### config.mk
export PLATFORM = sky130hd
export DESIGN_NAME = if_stage_flat
export DESIGN_NICKNAME = d
export VERILOG_FILES = /design/src/rtl/if_stage_if.sv /design/src/rtl/if_stage.sv /design/src/flat_wrapper.sv
export SDC_FILE = /design/constraint.sdc
export NUM_CORES = 1
export LEC_CHECK = 0
export CORE_MARGIN = 2
export CORE_UTILIZATION = 40
export CTS_BUF_LIST = sky130_fd_sc_hd__clkbuf_16
export DETAILED_ROUTE_END_ITERATION = 10
export PLACE_DENSITY = 0.77
export SYNTH_ARGS = -nofsm -noshare
export SYNTH_HDL_FRONTEND = slang
export SYNTH_SLANG_ARGS = --single-unit
### constraint.sdc
create_clock -name clk -period 2 [get_ports clk]
set_input_delay 0.5 -clock clk [delete_from_list [all_inputs] [get_ports clk]]
set_output_delay 0.5 -clock clk [all_outputs]
set_load 0.02 [all_outputs]
### src/rtl/if_stage_if.sv
// Bus bundle between the fetch stage and the rest of the pipeline: hazard/redirect
// controls, instruction-memory port and the IF/ID register outputs.
interface if_stage_if;
  logic        stall;
  logic        branch_taken;
  logic [63:0] branch_target;
  logic [63:0] Inst_Address;
  logic [31:0] Instruction;
  logic [63:0] if_id_pc;
  logic [31:0] if_id_instruction;
  logic        if_id_valid;
  logic        halted;
  logic        fault;
  logic [31:0] fetch_count;

  modport master (
    output stall, branch_taken, branch_target, Instruction,
    input  Inst_Address, if_id_pc, if_id_instruction, if_id_valid,
           halted, fault, fetch_count
  );

  modport slave (
    input  stall, branch_taken, branch_target, Instruction,
    output Inst_Address, if_id_pc, if_id_instruction, if_id_valid,
           halted, fault, fetch_count
  );
endinterface

### src/rtl/if_stage.sv
// Instruction-fetch stage: owns the PC, fetches from an async instruction memory
// into the IF/ID register, handles stalls/redirects and stops at the end of memory.
module if_stage #(
  parameter logic [63:0] RESET_PC  = 64'h0,
  parameter int          MEM_BYTES = 96,
  parameter logic [31:0] NOP       = 32'h00000013
) (
  input logic        clk,
  input logic        reset,
  if_stage_if.slave  bus
);

  typedef enum logic [1:0] {RUN, HALT, FAULT} state_t;

  localparam logic [63:0] LAST_PC = 64'(MEM_BYTES) - 64'd4;

  state_t      state_q, state_d;
  logic [63:0] pc_q, pc_d;
  logic [63:0] idPc_q, idPc_d;
  logic [31:0] idInstr_q, idInstr_d;
  logic        idValid_q, idValid_d;
  logic [31:0] fetchCount_q, fetchCount_d;
  logic        inRange;

  assign inRange = (pc_q[1:0] == 2'b00) && (pc_q <= LAST_PC);

  always_ff @(posedge clk) begin
    if (reset) begin
      state_q      <= RUN;
      pc_q         <= RESET_PC;
      idPc_q       <= 64'h0;
      idInstr_q    <= NOP;
      idValid_q    <= 1'b0;
      fetchCount_q <= 32'h0;
    end else begin
      state_q      <= state_d;
      pc_q         <= pc_d;
      idPc_q       <= idPc_d;
      idInstr_q    <= idInstr_d;
      idValid_q    <= idValid_d;
      fetchCount_q <= fetchCount_d;
    end
  end

  // Redirect beats stall; FAULT is sticky until reset.
  always_comb begin
    state_d      = state_q;
    pc_d         = pc_q;
    idPc_d       = idPc_q;
    idInstr_d    = idInstr_q;
    idValid_d    = idValid_q;
    fetchCount_d = fetchCount_q;
    if (state_q != FAULT) begin
      if (bus.branch_taken) begin
        idPc_d    = 64'h0;
        idInstr_d = NOP;
        idValid_d = 1'b0;
        if (bus.branch_target[1:0] != 2'b00) begin
          state_d = FAULT;
        end else begin
          pc_d    = bus.branch_target;
          state_d = RUN;
        end
      end else if (!bus.stall) begin
        if (state_q == RUN && inRange) begin
          idPc_d       = pc_q;
          idInstr_d    = bus.Instruction;
          idValid_d    = 1'b1;
          pc_d         = pc_q + 64'd4;
          fetchCount_d = (fetchCount_q == 32'hFFFF_FFFF) ? fetchCount_q
                                                         : fetchCount_q + 32'd1;
        end else begin
          idPc_d    = 64'h0;
          idInstr_d = NOP;
          idValid_d = 1'b0;
          if (state_q == RUN) state_d = HALT;
        end
      end
    end
  end

  always_comb begin
    bus.halted = 1'b0;
    bus.fault  = 1'b0;
    if (state_q != RUN)   bus.halted = 1'b1;
    if (state_q == FAULT) bus.fault  = 1'b1;
  end

  assign bus.Inst_Address      = pc_q;
  assign bus.if_id_pc          = idPc_q;
  assign bus.if_id_instruction = idInstr_q;
  assign bus.if_id_valid       = idValid_q;
  assign bus.fetch_count       = fetchCount_q;

endmodule

### src/flat_wrapper.sv
// flat-port wrapper written by rule: the top's interface ports become plain ports
module if_stage_flat 
#(
  parameter logic [63:0] RESET_PC  = 64'h0,
  parameter int          MEM_BYTES = 96,
  parameter logic [31:0] NOP       = 32'h00000013
)
  (clk, reset, bus_stall, bus_branch_taken, bus_branch_target, bus_Instruction, bus_Inst_Address, bus_if_id_pc, bus_if_id_instruction, bus_if_id_valid, bus_halted, bus_fault, bus_fetch_count);
  if_stage_if bus_i ();
  input logic clk;
  input logic reset;
  input wire logic [$bits(bus_i.stall)-1:0] bus_stall;
  input wire logic [$bits(bus_i.branch_taken)-1:0] bus_branch_taken;
  input wire logic [$bits(bus_i.branch_target)-1:0] bus_branch_target;
  input wire logic [$bits(bus_i.Instruction)-1:0] bus_Instruction;
  output wire logic [$bits(bus_i.Inst_Address)-1:0] bus_Inst_Address;
  output wire logic [$bits(bus_i.if_id_pc)-1:0] bus_if_id_pc;
  output wire logic [$bits(bus_i.if_id_instruction)-1:0] bus_if_id_instruction;
  output wire logic [$bits(bus_i.if_id_valid)-1:0] bus_if_id_valid;
  output wire logic [$bits(bus_i.halted)-1:0] bus_halted;
  output wire logic [$bits(bus_i.fault)-1:0] bus_fault;
  output wire logic [$bits(bus_i.fetch_count)-1:0] bus_fetch_count;
  assign bus_i.stall = bus_stall;
  assign bus_i.branch_taken = bus_branch_taken;
  assign bus_i.branch_target = bus_branch_target;
  assign bus_i.Instruction = bus_Instruction;
  assign bus_Inst_Address = bus_i.Inst_Address;
  assign bus_if_id_pc = bus_i.if_id_pc;
  assign bus_if_id_instruction = bus_i.if_id_instruction;
  assign bus_if_id_valid = bus_i.if_id_valid;
  assign bus_halted = bus_i.halted;
  assign bus_fault = bus_i.fault;
  assign bus_fetch_count = bus_i.fetch_count;
  if_stage #(.RESET_PC(RESET_PC), .MEM_BYTES(MEM_BYTES), .NOP(NOP)) u_core (.clk(clk), .reset(reset), .bus(bus_i));
endmodule
Word level (Yosys, flattened, before mapping)
Index checks and enable logic that the tools add are counted.
{ "classes": {"muxes": 20, "order_cmp": 1, "reduce_logical": 12, "n_eq_ne": 6, "bitwise_logic": 3, "add_sub_neg": 2} }
{ "op_table": {"columns": ["cell", "n"], "rows": [
  ["$mux W64", 7],
  ["$mux W32", 3],
  ["$add A64 B3 Y64 const B", 1],
  ["$le A64 B7 Y1 const B", 1],
  ["$add A32 B1 Y32 const B", 1],
  ["$eq A32 B32 Y1 const B", 1],
  ["$mux W2", 5],
  ["$reduce_and A4 Y1", 2],
  ["$reduce_bool A2 Y1", 4],
  ["$ne A2 B2 Y1 const B", 3],
  ["$mux W1", 5],
  ["$reduce_and A5 Y1", 1],
  ["$logic_not A2 Y1", 2],
  ["$not A1 Y1", 3],
  ["$eq A2 B2 Y1 const B", 1],
  ["$logic_and A1 B1 Y1", 2],
  ["$ne A2 B1 Y1 const B", 1],
  ["$reduce_and A2 Y1", 1]
]} }
{ "word_totals": {"input_bits": 100, "elab_cells": 50, "ff_bits": 195, "output_inout_bits": 195} }

Logic depth before layout (Yosys ltp)
Gate-level depths: netlist of run 1.
{ "depth": {"depth_word": 6, "depth_mapped": 9, "depth_no_buf": 7} }

Least setup slack after synthesis of run 1
OpenSTA, ideal clock, no wires.
{ "synth_timing": {"path_kind": "register to register", "startpoint": "reg u_core.fetchCount_q[0] (netlist: u_core.bus.fetch_count[0])", "endpoint": "reg u_core.fetchCount_q[0] (netlist: u_core.bus.fetch_count[0])", "setup_ns": 0.128, "path_slack_ns": -0.219, "t_arrival_ns": 2.091, "period_less_slack_ns": 2.219, "path_stages_with_launch": 10, "required_time_ns": 1.872, "path_cell_list": "dfxtp_1 -> ha_1 -> and2_1 -> clkbuf_1 -> nand4_1 -> nand3_2 -> clkbuf_1 -> clkbuf_1 -> xor2_1 -> nor2_1"} }
{ "synth_via": {"elab_chain_cells": 3} }
{ "synth_rtl": {"columns": ["item", "line", "rtl"], "rows": [
  ["from (decl)", "if_stage.sv:22", "logic [31:0] fetchCount_q, fetchCount_d;"],
  ["from (signal assigned)", "if_stage.sv:41", "fetchCount_q <= fetchCount_d;"],
  ["parallel branches: the longest is 3 deep, another holds $add A32 B1 Y32", null, null]
]} }
Several ways; the timed one is not identified.
A chain may end at the register's enable or synchronous reset.

Worst setup path in the final report of run 1
{ "layout_timing": {"startpoint": "reg u_core.pc_q[39] (netlist: u_core.bus.Inst_Address[39])", "endpoint": "reg u_core.pc_q[18] (netlist: u_core.bus.Inst_Address[18])"} }
{ "layout_via": {"elab_chain_cells": 5} }
{ "layout_rtl": {"columns": ["item", "line", "rtl"], "rows": [
  ["from (decl)", "if_stage.sv:18", "logic [63:0] pc_q, pc_d;"],
  ["from (signal assigned)", "if_stage.sv:37", "pc_q <= pc_d;"],
  ["$le A64 B7 Y1", "if_stage.sv:25", "assign inRange = (pc_q[1:0] == 2'b00) && (pc_q <= LAST_PC);"],
  ["$logic_and A1 B1 Y1", "if_stage.sv:25", null],
  ["$logic_and A1 B1 Y1", "if_stage.sv:65", "if (state_q == RUN && inRange) begin"],
  ["$reduce_bool A2 Y1 (no source line)", null, null],
  ["$reduce_and A4 Y1 (no source line)", null, null]
]} }
Every way passes these cells.

==> metrics.md, run 1 <==
| Metric | Value |
|---|---|
| WL final | `29,100 um` |
| Core ar. | `18,900 um2` |
| Worst path slowest cell | `dfxtp_2` |
| Endpoints failing setup | `129` |
| Peak VDD IR | `between 0.6 and 0.7 mV` |
| RSZ-0062 raised after global routing | `true` |
| Syn Inst Count | `873` |
| FF-to-FF setup slack | `-0.37 ns` |
| CP peak stage delay | `approximately 0.35 ns` |
| GR Util met3 | `8.63%` |
| Main combinational cell family by area after synthesis | `simple AND/OR/NAND/NOR gates` |
| Critical setup path kind | `register to register` |
| Synth Cell Area | `7760 um2` |
| Leakage power | `0.00570 uW` |
| Synth Flop Type | `dfxtp_1` |
| Vias/cell | `5.57` |
| Worst Path Arrival | `2.70 ns` |
| FF-to-FF Start | `u_core.bus.Inst_Address[39]` |
| Die H | `143 um` |
| Clk sinks | `195` |
| Post-synthesis simple-gate area fraction | `25.7%` |
| Syn nets | `roughly 980` |
| Clock Skew | `0.0216 ns` |
| CP dominant cell by count | `buf_4` |
| TritonCTS buffer count | `17` |
| Bufs and invs on worst path | `6` |
| Syn avg cell area | `8.89 um2` |
| Final worst setup slack | `-0.370 ns` |
| Period minus WS final | `2.37 ns` |
| Fill count | `between 1,000 and 1,500` |
| Nets | `1,386` |
| Total power | `approximately 8600 uW` |
| First-pass GRT wire length | `44,500 um` |
| Synth warnings | `0` |
| Adder and majority gate portion of the synthesized area | `0.322%` |
| Utilization after layout | `69.9%` |
| Compound-gate portion of the synthesized area | `18.3%` |
| Root Driver | `clkbuf_16` |
| Final Hold Vio Count | `0` |
| Post-layout instance count excluding filler cells | `1,559` |
| Status | `complete, but fails checks` |
| Max-Cap Viols | `0` |
| GRT Total Usage | `a little over a quarter` |
| Global route hottest layer | `met2` |
| Vias in the first global route | `8,454` |
| # IOs | `between 200 and 300` |
| CTS Hold Bufs | `0` |
| Hold depth | `2` |
| Layout area overhead | `70.0%` |
| Synth Register Bits | `roughly 200` |
| Max clock buf depth | `2` |
| Final slew viol count | `0` |
| Ys async rst share | `0%` |
| Top-count cell post-synth | `dfxtp_1` |
| Failing checks | `setup timing` |
| DPL Wire Length | `19,600 um` |
| EDFF count, synth | `0` |
| Fraction of layout cells with a size suffix above 1 | `20.9%` |
| Initial drt markers | `594` |
| Avg WL per Cell | `18.6 um` |
| Worst Min Path Start | `reset` |
| HP Class | `input port to register` |
| End of the worst register-to-register path | `u_core.bus.Inst_Address[18]` |
| Met1 GRT Util | `33.3%` |
| Routed Antenna Nets | `0` |
| Die ar. | `20,500 um2` |
| Clock Pin Slew Worst Setup and Hold Paths | `~0.080 ns` |
| Cells after DPL | `1,507` |
| DR pass1 iterations | `5` |
| Top cell type's share of synthesized area | `between 50% and 60%` |
| Final setup TNS | `-31.56 ns` |
| PD cells | `652 nW/um2` |
| Required @ worst endpoint | `2.33 ns` |
| Worst Max-Slew Pin Slew | `0.531 ns` |
| Worst skew pair latency | `0.44 ns` |
| Depth of the most critical reg-to-reg path | `12` |
| Sequential fraction of the synthesis area | `50.3%` |
| Port Buffers | `294` |
| Fin crit share | `118%` |
| Netlist cell types | `43` |
| CTS tree | `yes` |
| Crit path capture type | `register` |
| Pin count of the biggest net entering global routing | `65` |
| Cell taking the most area after synthesis | `dfxtp_1` |
| Critical-path maximum fanout | `5` |
| Synth cell count leaders | `dfxtp_1 (195), nand2_1 (85), nor2_1 (78)` |
| Drt drc | `0` |
| Critical path launch point type | `register` |
| Achievable Freq | `0.422 GHz` |
| Worst relative slew slack | `64.3%` |
| Worst-path cell chain | `nor4_4 -> nand4_1 -> buf_4 -> nor4_4 -> buf_4 -> buf_4 -> o221a_4 -> buf_12 -> buf_6 -> buf_16 -> nor2_1 -> a211oi_1` |
| Met2 capacity usage during global routing | `around 45%` |
| CTS HTree Levels | `4` |
| Hold Path End | `u_core.bus.Inst_Address[19]` |
| Post-synthesis mux area share | `less than 1%` |
| Antenna violations before repair | `2` |
| Synth Area in XOR/XNOR | `less than 1%` |
| Total grt overflow | `0` |
| Via Count | `8,678` |
| Initial core utilization | `41.1%` |
| GP Congestion | `0.896` |
| Top delay family on crit path | `buffers and inverters` |
| Die width | `143 um` |
| Num rows | `50` |
| Top post-synthesis cells by area | `dfxtp_1 (50%), and3_1 (5.9%), nand2_1 (4.1%)` |
[sequential cells by signal, summed over array words and instances (netlist names)]
name                          cells
u_core.bus.if_id_instruction     32
u_core.state_q                    2
u_core.bus.if_id_pc              64
u_core.bus.Inst_Address          64
u_core.bus.if_id_valid            1
u_core.bus.fetch_count           32
[cells in the final DEF, fill, tap and decap left out, drive strengths merged, types with 20 or more instances in the layout]
cell type      count
o31ai             30
nor2              78
dlygate4sd2       83
inv               21
nand3             35
dfxtp            195
nand2             85
nand4             27
and3              73
a22o              34
nor4              20
clkdlybuf4s50    197
a21oi             36
a22oi             34
o21ai             35
buf              159
[kinds of logic (layout without fill, tap and decap cells)]
logic type,count (synthesis),after routing
adders and majority gates,2,2
xor gates and xnor gates,7,7
buffers and inverters,75,499
DFF,195,195
other,0,2
AOI/OAI and AO/OA,206,206
and+or+nand+nor,382,382
muxes,6,6
[layer usage]
metal / up-vias / wire (um) / part of all wire [%]
met5: - / 0 / 0
met4: 0 / 1120 / 3.9
met3: 75 / 3000 / 10
met2: 438 / 13200 / 45
met1: 4104 / 11700 / 40
li1: 4061 / - / -
[metrics by stage]
step | instance area [um2] | worst slack (ns) | hold WS [ns]
finish | 13200 | -0.370 | 0.412
floorplan | 7870 | -0.116 | 0.466
detailed placement | 12000 | -0.542 | 0.454
CTS | 13000 | -0.357 | 0.384
global route | 13200 | -0.483 | 0.406
global placement | 12000 | -0.489 | 0.443
[what timing repair did]
action | CTS | global route
setup buffers | 7 | 3
setup endpoints to repair | 218 | 146
pin swaps | 14 | 18
gates resized for setup | 120 | 50
cloned | 10 | 1
[where the power goes]
group          switching [uW]  internal, uW
Sequential               42.5          3940
Combinational             616           601
Clock                    1720          1680
[worst register-to-register path, delay by kind of cell, from the launching register on]
kind	cells	cell delay, ns
AND/OR/NAND/NOR	4	0.72
AO/OA/AOI/OAI	2	0.42
buffers and inverters	6	0.78
flip-flops	1	0.35
[how the worst max path moves through the flow]
stage | startpoint | endpoint | slack [ns] | cells after the start
floorplan | u_core.bus.Inst_Address[21] | u_core.bus.fetch_count[19] | -0.12 | 7
global placement | bus_branch_taken | u_core.bus.fetch_count[17] | -0.49 | 9
finish | u_core.bus.Inst_Address[39] | u_core.bus.Inst_Address[18] | -0.37 | 12
global route | u_core.bus.Inst_Address[39] | u_core.bus.Inst_Address[18] | -0.48 | 12
CTS | u_core.bus.Inst_Address[36] | u_core.bus.fetch_count[18] | -0.36 | 9
detailed placement | bus_branch_taken | u_core.bus.fetch_count[21] | -0.54 | 9
[area by class of cell]
class	count	area, um2	share of cell area [%]
timing repair buffer	454	4430	33.6
sequential	195	3930	29.8
multi-input combinational	603	3870	29.3
clock buffer	17	425	3.22
tap	260	325	2.46
clock inverter	15	168	1.27
inverter	13	48.8	0.370
antenna	2	5.00	0.0379
Note: power is estimated with default switching activity, not from simulation.
==> run 2: changes to the inputs <==
--- a/config.mk
+++ b/config.mk
@@ -7,3 +7,3 @@
 export LEC_CHECK = 0
-export CORE_MARGIN = 2
+export CORE_MARGIN = 10
 export CORE_UTILIZATION = 40
@@ -11,3 +11,3 @@
 export DETAILED_ROUTE_END_ITERATION = 10
-export PLACE_DENSITY = 0.77
+export PLACE_DENSITY = 0.74
 export SYNTH_ARGS = -nofsm -noshare
--- a/constraint.sdc
+++ b/constraint.sdc
@@ -3,2 +3,2 @@
 set_output_delay 0.5 -clock clk [all_outputs]
-set_load 0.02 [all_outputs]
+set_load 0.005 [all_outputs]
==> run 2 against run 1 <==
Compared with the run above: the run still ends with setup timing left; non-clock buffer count rose by 24; via count up 1.3%; sequential share of layout area is 1.5 points lower; routed wire length up 15%; sequential power barely moved; clock power increased by 2%; critical path depth fell by 3; register-to-register slack lost 0.08 ns; largest cell class unchanged; largest power group unchanged.
==> metrics.md, run 2 (synthesis results as in run 1) <==
| Metric | Value |
|---|---|
| Status | `complete, but fails checks` |
| Failing checks | `setup timing` |
| Most frequent cells in the layout | `clkdlybuf4s50_1 (281), dfxtp_1 (180), buf_4 (144)` |
| DR pass1 iterations | `5` |
| Final slew viol count | `0` |
| Total grt overflow | `0` |
| Achievable Freq | `0.409 GHz` |
| Vias in the first global route | `8,474` |
| Worst skew pair latency | `between 0.4 and 0.5 ns` |
| Required @ worst endpoint | `2.32 ns` |
| Final Hold Vio Count | `0` |
| Endpoints failing setup | `about 140` |
| Drt drc | `0` |
| FF-to-FF setup slack | `-0.45 ns` |
| Clock Pin Slew Worst Setup and Hold Paths | `around 0.08 ns` |
| GRT Total Usage | `23.4%` |
| Clock share of power | `39.3%` |
| DPL Wire Length | `22,300 um` |
| PD cells | `roughly 630 nW/um2` |
| Final Cell Area | `13,900 um2` |
| Root Driver | `clkbuf_16` |
| Layout area overhead | `78.9%` |
| Depth of the most critical reg-to-reg path | `9` |
| Core ar. | `~19,000 um2` |
| Worst relative slew slack | `around two thirds` |
| Post-DP Area | `12,000 um2` |
| Initial core utilization | `roughly two fifths` |
| Routed Antenna Nets | `0` |
| GP Congestion | `slightly below 0.9` |
| Die H | `~160 um` |
| Worst Max-Slew Pin Slew | `about 0.50 ns` |
| WL final | `33,500 um` |
| Sw Ratio | `27.8%` |
| Period minus WS final | `2.45 ns` |
| RSZ-0062 raised after global routing | `true` |
| Clk sinks | `just under 200` |
| Die width | `159 um` |
| Port Buffers | `294` |
| Setup crit end | `u_core.bus.Inst_Address[35]` |
| First-pass GRT wire length | `48,200 um` |
| Die ar. | `25,400 um2` |
| Total power | `8800 uW` |
| Vias/cell | `5.56` |
| # IOs | `around 300` |
| CTS tree | `yes` |
| Fill count | `about 1,300` |
| Worst setup path start | `u_core.bus.Inst_Address[7]` |
| Antenna violations before repair | `1` |
| CTS HTree Levels | `4` |
| FF-to-FF Start | `u_core.bus.Inst_Address[7]` |
| Initial drt markers | `578` |
| Leakage power | `around 0.0054 uW` |
| Final worst setup slack | `-0.447 ns` |
| HP Class | `register to register` |
| Internal power | `between 6000 and 7000 uW` |
| End of the worst register-to-register path | `u_core.bus.Inst_Address[35]` |
| Critical setup path kind | `register to register` |
| Max-Cap Viols | `0` |
| Pin count of the biggest net entering global routing | `64` |
| Commonest non-fill, non-tap cell in the layout | `clkdlybuf4s50_1` |
| Num rows | `50` |
| CTS Hold Bufs | `0` |
| Worst Path Arrival | `2.77 ns` |
| TritonCTS buffer count | `17` |
| Sequential power share | `45.3%` |
| Crit path capture type | `register` |
| Critical-path maximum fanout | `5` |
| Post-Place Worst Slack | `-0.532 ns` |
| Clock Skew | `0.0172 ns` |
| Fin crit share | `122%` |
| Max clock buf depth | `2` |
| Net Sw Power | `2450 uW` |
| Storage cell area | `3920 um2` |
| Via Count | `8,794` |
| Fraction of layout cells with a size suffix above 1 | `25.7%` |
| Area of the multi-input gates | `4190 um2` |
| Avg WL per Cell | `between 20 and 25 um` |
| Nets | `1,410` |
| Peak VDD IR | `0.650 mV` |
| Logic pwr share | `15.4%` |
| Critical path launch point type | `register` |
-- run 2: how the worst min path moves through the flow --
stage / startpoint / to / slack, ns / cells after the start
2_1_floorplan: u_core.bus.if_id_valid / u_core.bus.if_id_valid / 0.45 / 2
3_3_place_gp: u_core.bus.if_id_valid / u_core.bus.if_id_valid / 0.45 / 2
3_5_place_dp: u_core.bus.if_id_valid / u_core.bus.if_id_valid / 0.46 / 2
4_1_cts: reset / u_core.bus.Inst_Address[45] / 0.44 / 2
5_1_grt: reset / u_core.bus.Inst_Address[62] / 0.48 / 2
6_report: u_core.bus.if_id_valid / u_core.bus.if_id_valid / 0.47 / 2
-- run 2: worst max-delay path, stage by stage (launching register included) --
cell and delay (ns):
dfxtp_2 0.34, nor4_1 0.41, nand4_1 0.24, nor4_4 0.40
buf_4 0.19, o221a_4 0.20, buf_8 0.14, clkbuf_16 0.17
mux2i_1 0.18, nor2_1 0.05
-- run 2: cell type report --
| type | instances | area share (%) |
|---|---|---|
| Clock inverter | 15 | 1.32 |
| Inverter | 13 | 0.351 |
| Antenna cell | 1 | 0.0180 |
| Clock buffer | 17 | 3.06 |
| Sequential cell | 195 | 28.2 |
| Multi-Input combinational cell | 603 | 30.2 |
| Timing Repair Buffer | 478 | 34.5 |
| Tap cell | 260 | 2.34 |
-- run 2: per-stage QoR --
step	hold slack, ns	cells	utilization, %	setup TNS [ns]
after floorplan	0.453	873	-	-3.34
after global placement	0.446	1516	63.7	-46.69
after detailed placement	0.458	1516	63.7	-53.71
after CTS	0.438	1567	69.7	-41.49
after global routing	0.477	1582	73.5	-62.39
final	0.469	1582	73.5	-44.28
-- run 2: what timing repair did --
item,in CTS,in global routing
endpoints found under the hold margin,0,0
gates cloned,9,9
pin swaps,29,104
resized for setup,48,140
setup endpoints to repair,139,149
setup buffers,10,9
-- run 2: power groups by stage --
stage,Clock (uW),Sequential [uW],Combinational [uW]
after floorplan,0,4100,355
after global placement,0,4070,1050
after detailed placement,0,4070,1060
after CTS,3500,3980,1180
after global routing,3660,3990,1420
final,3460,3990,1360
-- run 2: metal layers --
layer | global-route usage, % | share of wire, % | routed length (um) | vias up
met5 | 0 | 0 | 0 | -
met3 | 8.21 | 9.6 | 3210 | 68
met2 | 38.8 | 48 | 15900 | 476
li1 | - | - | - | 4109
met4 | 6.11 | 2.6 | 862 | 0
met1 | 28.1 | 40 | 13500 | 4141
==> run 3: changes to the inputs <==
Settings changed: CTS_CLUSTER_DIAMETER from default to 120.
==> results of run 3 <==
The final DEF is identical to that of run 2; final timing and power are the same.
